### src/rtl/snn_pkg.sv
// Shared SNN definitions: default geometry for the spike path, the
// spike-time and spike-vector types, and the encoder state encoding.
package snn_pkg;

  localparam int NUM_SPIKES  = 8;
  localparam int TIME_PERIOD = 8;
  // One extra bit so TIME_PERIOD itself is representable as "no spike".
  localparam int TBITS       = $clog2(TIME_PERIOD) + 1;

  typedef logic [TBITS-1:0]      spike_time_t;
  typedef logic [NUM_SPIKES-1:0] spike_vec_t;

  typedef enum logic [1:0] {
    IDLE = 2'd0,
    RUN  = 2'd1,
    GAP  = 2'd2
  } enc_state_t;

endpackage

### src/rtl/spike_encoder_wave_timer.sv
// wave_timer: tick and gap counters for the spike encoder.
//   clk, rst_l  : clock, synchronous active-low reset
//   run, gap    : encoder is in RUN / GAP this cycle
//   tick        : tick within the wave, 0 outside RUN
//   wave_start  : RUN and tick == 0
//   wave_done   : RUN and tick == TIME_PERIOD-1
//   gap_end     : last quiet cycle of the gap
module wave_timer
  import snn_pkg::*;
#(
  parameter int TIME_PERIOD = snn_pkg::TIME_PERIOD,
  parameter int GAP_CYCLES  = 2,
  parameter int TBITS       = $clog2(TIME_PERIOD) + 1
) (
  input  logic             clk,
  input  logic             rst_l,
  input  logic             run,
  input  logic             gap,
  output logic [TBITS-1:0] tick,
  output logic             wave_start,
  output logic             wave_done,
  output logic             gap_end
);

  localparam int GW = $clog2(GAP_CYCLES + 1) + 1;
  localparam logic [TBITS-1:0] TICK_LAST = TBITS'(TIME_PERIOD - 1);
  localparam logic [GW-1:0]    GCNT_LAST = GW'((GAP_CYCLES > 0) ? GAP_CYCLES - 1 : 0);

  logic [GW-1:0] gcnt;

  // tick only advances inside RUN and wraps to 0 at the last tick; every
  // exit from RUN (to GAP, IDLE or a reload) therefore sees tick == 0.
  always_ff @(posedge clk) begin
    if (!rst_l) begin
      tick <= '0;
      gcnt <= '0;
    end else begin
      tick <= (run && (tick != TICK_LAST)) ? tick + 1'b1 : '0;
      gcnt <= gap ? gcnt + 1'b1 : '0;
    end
  end

  assign wave_start = run && (tick == '0);
  assign wave_done  = run && (tick == TICK_LAST);
  assign gap_end    = gap && (GAP_CYCLES > 0) && (gcnt == GCNT_LAST);

endmodule

### src/rtl/spike_encoder.sv
// spike_encoder: temporal-coding front end. Accepts a frame of per-input
// spike times over valid/ready into a one-deep pending buffer, then replays
// it as a wave of TIME_PERIOD ticks, pulsing spikes_out[i] at tick
// in_times[i]. A time >= TIME_PERIOD never spikes.
//   clk, rst_l  : clock, synchronous active-low reset
//   in_valid    : frame offered on in_times
//   in_ready    : pending buffer empty
//   in_times    : packed per-input spike times
//   spikes_out  : spike pulses to the neuron
//   tick        : current tick, 0 outside RUN
//   wave_start  : RUN cycle with tick == 0
//   wave_done   : RUN cycle with tick == TIME_PERIOD-1
//   busy        : state is not IDLE
module spike_encoder
  import snn_pkg::*;
#(
  parameter int NUM_SPIKES  = snn_pkg::NUM_SPIKES,
  parameter int TIME_PERIOD = snn_pkg::TIME_PERIOD,
  parameter int TBITS       = $clog2(TIME_PERIOD) + 1,
  parameter int GAP_CYCLES  = 2
) (
  input  logic                             clk,
  input  logic                             rst_l,
  input  logic                             in_valid,
  output logic                             in_ready,
  input  logic [NUM_SPIKES-1:0][TBITS-1:0] in_times,
  output logic [NUM_SPIKES-1:0]            spikes_out,
  output logic [TBITS-1:0]                 tick,
  output logic                             wave_start,
  output logic                             wave_done,
  output logic                             busy
);

  enc_state_t state, state_nx;

  logic [NUM_SPIKES-1:0][TBITS-1:0] pend_times;
  logic [NUM_SPIKES-1:0][TBITS-1:0] act_time;
  logic                             pend_full;

  logic run, gap, gap_end, load;

  wave_timer #(
    .TIME_PERIOD (TIME_PERIOD),
    .GAP_CYCLES  (GAP_CYCLES),
    .TBITS       (TBITS)
  ) u_timer (
    .clk        (clk),
    .rst_l      (rst_l),
    .run        (run),
    .gap        (gap),
    .tick       (tick),
    .wave_start (wave_start),
    .wave_done  (wave_done),
    .gap_end    (gap_end)
  );

  // State register.
  always_ff @(posedge clk) begin
    if (!rst_l) state <= IDLE;
    else        state <= state_nx;
  end

  // Next state. load marks every edge that moves the pending frame into
  // the active set; it always requires pend_full, so it never overlaps an
  // accept.
  always_comb begin
    state_nx = state;
    load     = 1'b0;
    case (state)
      IDLE: begin
        if (pend_full) begin
          state_nx = RUN;
          load     = 1'b1;
        end
      end
      RUN: begin
        if (wave_done) begin
          if (GAP_CYCLES > 0) begin
            state_nx = GAP;
          end else if (pend_full) begin
            state_nx = RUN;
            load     = 1'b1;
          end else begin
            state_nx = IDLE;
          end
        end
      end
      GAP: begin
        if (gap_end) begin
          if (pend_full) begin
            state_nx = RUN;
            load     = 1'b1;
          end else begin
            state_nx = IDLE;
          end
        end
      end
      default: state_nx = IDLE;
    endcase
  end

  // Outputs decoded from state.
  always_comb begin
    run  = (state == RUN);
    gap  = (state == GAP);
    busy = (state != IDLE);
  end

  assign in_ready = !pend_full;

  // Pending and active frame buffers.
  always_ff @(posedge clk) begin
    if (!rst_l) begin
      pend_full  <= 1'b0;
      pend_times <= '0;
      act_time   <= '0;
    end else begin
      if (load) begin
        act_time  <= pend_times;
        pend_full <= 1'b0;
      end else if (in_valid && !pend_full) begin
        pend_times <= in_times;
        pend_full  <= 1'b1;
      end
    end
  end

  // Per-input comparators. tick never exceeds TIME_PERIOD-1, so any
  // out-of-range time simply never matches.
  for (genvar i = 0; i < NUM_SPIKES; i++) begin : g_cmp
    assign spikes_out[i] = run && (act_time[i] == tick);
  end

endmodule

### config.mk
export PLATFORM = sky130hd
export DESIGN_NAME = spike_encoder
export DESIGN_NICKNAME = d
export VERILOG_FILES = /design/src/rtl/snn_pkg.sv /design/src/rtl/spike_encoder_wave_timer.sv /design/src/rtl/spike_encoder.sv
export SDC_FILE = /design/constraint.sdc
export NUM_CORES = 1
export LEC_CHECK = 0
export BUFFER_PORTS_ARGS = -buffer_cell sky130_fd_sc_hd__buf_4
export CAP_MARGIN = 40
export CORE_UTILIZATION = 50
export CTS_CLUSTER_DIAMETER = 100
export DETAILED_ROUTE_END_ITERATION = 10
export PLACE_DENSITY = 0.7
export SLEW_MARGIN = 0
export SYNTH_ARGS = -nofsm -noshare
export SYNTH_HDL_FRONTEND = slang
export SYNTH_SLANG_ARGS = --single-unit
### constraint.sdc
create_clock -name clk -period 1.4 [get_ports clk]
set_input_delay 0.28 -clock clk [delete_from_list [all_inputs] [get_ports clk]]
set_output_delay 0.28 -clock clk [all_outputs]
set_load 0.01 [all_outputs]
Yosys cells after proc, flatten, opt, wreduce, memory -nomap -nowiden
Index checks and enable logic that the tools add are counted.
W data, S select, Z words.
{"block": "totals", "output_inout_bits": 16, "input_bits": 35, "register_bits": 74, "word_cells": 70}
{"block": "op_classes", "n_eq_ne": 16, "bitwise": 2, "n_reduce_logical": 22, "n_mux": 8, "n_addsub": 2}
{"op": "$eq A4 B4 Y1", "count": 8}
{"op": "$logic_and A1 B1 Y1", "count": 13}
{"op": "$mux W2", "count": 3}
{"op": "$ne A2 B2 Y1 const B", "count": 3}
{"op": "$pmux W2 S3", "count": 1}
{"op": "$reduce_and A2 Y1", "count": 3}
{"op": "$add A4 B1 Y4 const B", "count": 1}
{"op": "$eq A4 B3 Y1 const B", "count": 1}
{"op": "$logic_not A4 Y1", "count": 1}
{"op": "$ne A4 B3 Y1 const B", "count": 1}
{"op": "$add A3 B1 Y3 const B", "count": 1}
{"op": "$eq A3 B1 Y1 const B", "count": 1}
{"op": "$mux W1", "count": 3}
{"op": "$reduce_and A3 Y1", "count": 1}
{"op": "$eq A2 B1 Y1 const B", "count": 1}
{"op": "$eq A2 B2 Y1 const B", "count": 1}
{"op": "$logic_not A2 Y1", "count": 1}
{"op": "$not A1 Y1", "count": 2}
{"op": "$pmux W1 S2", "count": 1}
{"op": "$reduce_bool A2 Y1", "count": 1}
{"op": "$reduce_or A2 Y1", "count": 1}
{"op": "$logic_not A1 Y1", "count": 1}

Longest topological paths before layout
{"block": "depth", "depth_word": 6, "depth_mapped": 7, "depth_no_buf": 5}

By module
Synthesis repeated with hierarchy kept, for this count alone.
{"block": "hier_totals", "cells_unflattened": 389, "area_unflattened_um2": 3303.2}
{"mod": "spike_encoder", "area_per_inst_um2": 2971.6, "seq_area_each_um2": 1341.3, "cells_each": 356, "n_inst": 1}
{"mod": "wave_timer", "area_per_inst_um2": 331.6, "seq_area_each_um2": 140.1, "cells_each": 33, "n_inst": 1}

Least setup slack after synthesis
Ideal clock, no wire load.
{"block": "synth_timing", "path_kind": "register to output", "start": "register u_timer.tick[0]", "end": "output wave_start", "slack_ns": -0.043, "t_required_ns": 1.120, "n_path_buf": 1, "t_arrival_ns": 1.163, "stages_incl_launch_ff": 5, "path_cell_list": "dfxtp_1 buf_2 inv_1 ha_1 nor4b_1"}
{"block": "synth_between", "elab_chain_cells": 2}
{"item": "start, declared", "line": "spike_encoder_wave_timer.sv:19", "source": "output logic [TBITS-1:0] tick,"}
{"item": "start signal, assigned", "line": "spike_encoder_wave_timer.sv:38", "source": "tick <= (run && (tick != TICK_LAST)) ? tick + 1'b1 : '0;"}
{"item": "$logic_not A4 Y1", "line": "spike_encoder_wave_timer.sv:43", "source": "assign wave_start = run && (tick == '0);"}
{"item": "$logic_and A1 B1 Y1", "line": "spike_encoder_wave_timer.sv:43"}
{"item": "end, declared", "line": "spike_encoder.sv:29", "source": "output logic wave_start,"}
No other way between the ends.

Final worst setup path
{"block": "layout_timing", "start": "register u_timer.tick[3]", "end": "output spikes_out[0]"}
{"block": "layout_between", "elab_chain_cells": 2}
{"item": "$eq A4 B4 Y1", "line": "spike_encoder.sv:131", "source": "assign spikes_out[i] = run && (act_time[i] == tick);"}
{"item": "$logic_and A1 B1 Y1", "line": "spike_encoder.sv:131"}
{"item": "end, declared", "line": "spike_encoder.sv:27", "source": "output logic [NUM_SPIKES-1:0] spikes_out,"}
No other way between the ends.

==> metrics.yaml <==
logic_synthesis:
  netlist-cell-type-count: 27
  avgSynthCellArea_um2: 8.755
  syn_area_mm2: 0.003309
  synth_top_area_frac: 0.4476
  ys_warn_count: 0
  netlist_instances: 378
  seq_area_frac_synth: 0.4476
  synthTopCellsByArea: "dfxtp_1, nand2_1, mux2i_1"
  yosysTopAreaCell: "dfxtp_1"
  syn_nets: 417
  ys_ff_latch: 74
worst_setup_path:
  rr_worst_depth: 8
  cp.required_ns: 1.12
  worstSetupStartpointType: "flip-flop"
  path_buf_inv: 2
  cp-end-kind: "primary output"
  critical_path.top_delay_family: "flip-flops"
  critPathKind: "flip-flop to primary output"
  crit_slowest_cell: "dfxtp_4"
  cp_num_cells: 5
  r2r_end: "act_time[22]"
  crit_fanout: 4
  crit_path_max_incr_delay_ns: 0.38
  r2r_start: "u_timer.gcnt[1]"
  crit_chain: "buf_6 > xnor2_2 > nand3_1 > nor3_2 > buf_4"
  r2r_slack_ns: -0.07
  arrival_ns: 1.42
global_routing:
  track_usage: 0.2253
  first_global_vias: 2597
  grt_max_degree: 41
  antenna_found_initial: 0
  grt_pass1_wl_um: 12190
  gr-usage-met2: 0.3979
  use_met3: 0.03777
  overflow: 0
  met1_usage: 0.2661
  grt_busiest_layer: "met2"
clock_network:
  cts_tree: "yes"
  clk_pin_slew_ns: 0.08
  clock_latency_ns: 0.35
  cts-root-buf: "clkbuf_8"
  numCtsBuffers: 9
  numClockSinks: 74
  clk_path_buf_depth: 2
  htree_levels: 3
finish:
  final_nets: 486
  fin_cells: 529
  fill_cells: 511
  diodes: 0
  synthToLayoutAreaGrowth_pct: 34.71
  mostFrequentLayoutCell: "nand2_1"
  final_cell_mix: "nand2_1, dfxtp_1, buf_4"
  drive_gt1_frac: 0.3097
floorplan:
  num_rows: 29
  coreArea_mm2: 0.006386
  start_util: 0.5182
  dieHeight_um: 83.36
  die_w_um: 83.36
  ios: 51
  die_area_mm2: 0.006948
timing:
  post-route-period-util: 1.217
  drv_slew: 0
  finalClockSkew_ns: 0.008432
  fin_crit_ns: 1.704
  grt_setup_unrepaired: "true"
  fmax_ghz: 0.5868
  finalSetupViolations: 24
  relSlewSlack: 0.8321
  fin_ws_ns: -0.3042
  hold_viol_final: 0
  tightestPinTransition_ns: 0.2514
worst_hold_path:
  min_path_cells: 3
  worstHoldStart: "in_times[28]"
  hold_end: "pend_times[28]"
  min_path_type: "primary input to flip-flop"
placed_design:
  place_hpwl_um: 4804
  dpl_worst_slack_ns: -0.07123
  dp_cells: 502
  io_buffers: 50
  place.gp.congestion: 0.7530
run_status:
  status: "finished, violations left"
  violations: "negative setup slack"
routing:
  wl_um: 7183
  drc: 0
  dr.pass1.iters: 4
  wl_per_cell_um: 13.58
  via_per_inst: 4.945
  drtAntennaViolNets: 0
  dr_total_vias: 2616
  first_iter_violations: 90
pwr:
  worst_ir_drop_vdd_mv: 0.6641
  leakagePower_uw: 0.001770
  p_per_area_mw_per_mm2: 999.2
job:
  max_cap_violations: 0
==> layout make-up <==
class | instances | area [µm²] | area share
sequential | 74 | 1499 | 0.3362
clock buffer | 10 | 127.6 | 0.02863
multi-input combinational | 272 | 1834 | 0.4115
clock inverter | 6 | 43.79 | 0.009823
tap | 77 | 96.34 | 0.02161
timing repair buffer | 85 | 835.8 | 0.1875
inverter | 5 | 21.27 | 0.004771
==> worst reg2reg max path, stage by stage (launching register included) <==
cell and delay [ns]:
dfxtp_2 0.34, inv_2 0.06, ha_4 0.13, nand2b_4 0.06, a211oi_4 0.24, buf_6 0.15
buf_6 0.12, buf_12 0.12, mux2i_1 0.19
==> stage by stage <==
stage | setup TNS (ns) | hold WS (ns) | cell area, µm² | utilization | power (µW)
4_1_cts | -3.190 | 0.1624 | 4364 | 0.6834 | 4470
5_1_grt | -5.223 | 0.1643 | 4458 | 0.6981 | 4670
3_5_place_dp | -1.731 | 0.4488 | 3920 | 0.6138 | 2920
2_1_floorplan | 0 | 0.4148 | 3358 | - | 2683
3_3_place_gp | -0.1196 | 0.4456 | 3920 | 0.6138 | 2905
6_report | -3.171 | 0.1752 | 4458 | 0.6981 | 4454
==> flip-flops by register name, indices dropped and copies added (netlist names) <==
register,cells
state,2
pend_full,1
u_timer.tick,4
pend_times,32
u_timer.gcnt,3
act_time,32
==> cell families (layout without fill, tap and decap cells) <==
kind of cell             Yosys count  count (layout)  share of synthesized area
flip-flops                        74              74                     0.4476
adder cells (fa/ha/maj)            4               4                    0.01512
multiplexers                      32              32                    0.09679
buffers and inverters             32             106                    0.05785
AND/OR/NAND/NOR                  165             165                     0.2076
AO/OA/AOI/OAI                     36              36                    0.08242
XOR/XNOR                          35              35                    0.09263
==> worst max-delay path by stage <==
stage | start | slack [ns] | end
3_3_place_gp | u_timer.gcnt[1] | -0.008 | act_time[7]
2_1_floorplan | u_timer.gcnt[0] | 0.05 | act_time[10]
3_5_place_dp | u_timer.gcnt[1] | -0.07 | act_time[22]
4_1_cts | u_timer.tick[3] | -0.29 | spikes_out[6]
5_1_grt | u_timer.tick[0] | -0.39 | spikes_out[6]
6_report | u_timer.tick[3] | -0.30 | spikes_out[0]
==> cells in the mapped netlist (all sizes together) <==
cell and number:
xnor2 26, clkbuf 11, nand2b 3, dfxtp 74, mux2i 32, inv 5, nand4b 1, nor2 9
ha 4, a21boi 32, o21a 2, a211oi 1, nor2b 2, nand2 128, xor2 9, nor4b 1
and3b 1, nand3 9, nor3 8, o21ai 1, nand3b 2, buf 16, or2 1
==> report_power, final <==
group          leakage (µW)  switching, µW  internal (µW)
Clock             0.0000745            815            642
Combinational       0.00109            338            415
Sequential         0.000607           56.7           2190
Total               0.00177           1210           3250
==> layer usage <==
metal	wire length, µm	part of all wire
met1	3283	0.46
met2	3594	0.50
met3	170	0.024
met4	135	0.019
met5	0	0
==> repair_timing <==
action / in CTS / in global routing
hold endpoints to repair: 0 / 0
pin swaps: 3 / 2
hold buffers: 0 / 0
endpoints found under the setup margin: 44 / 39
gates cloned: 3 / 1
gates resized for setup: 40 / 13
buffers inserted: 6 / 2
No activity file was read; power rests on OpenSTA's default activity.
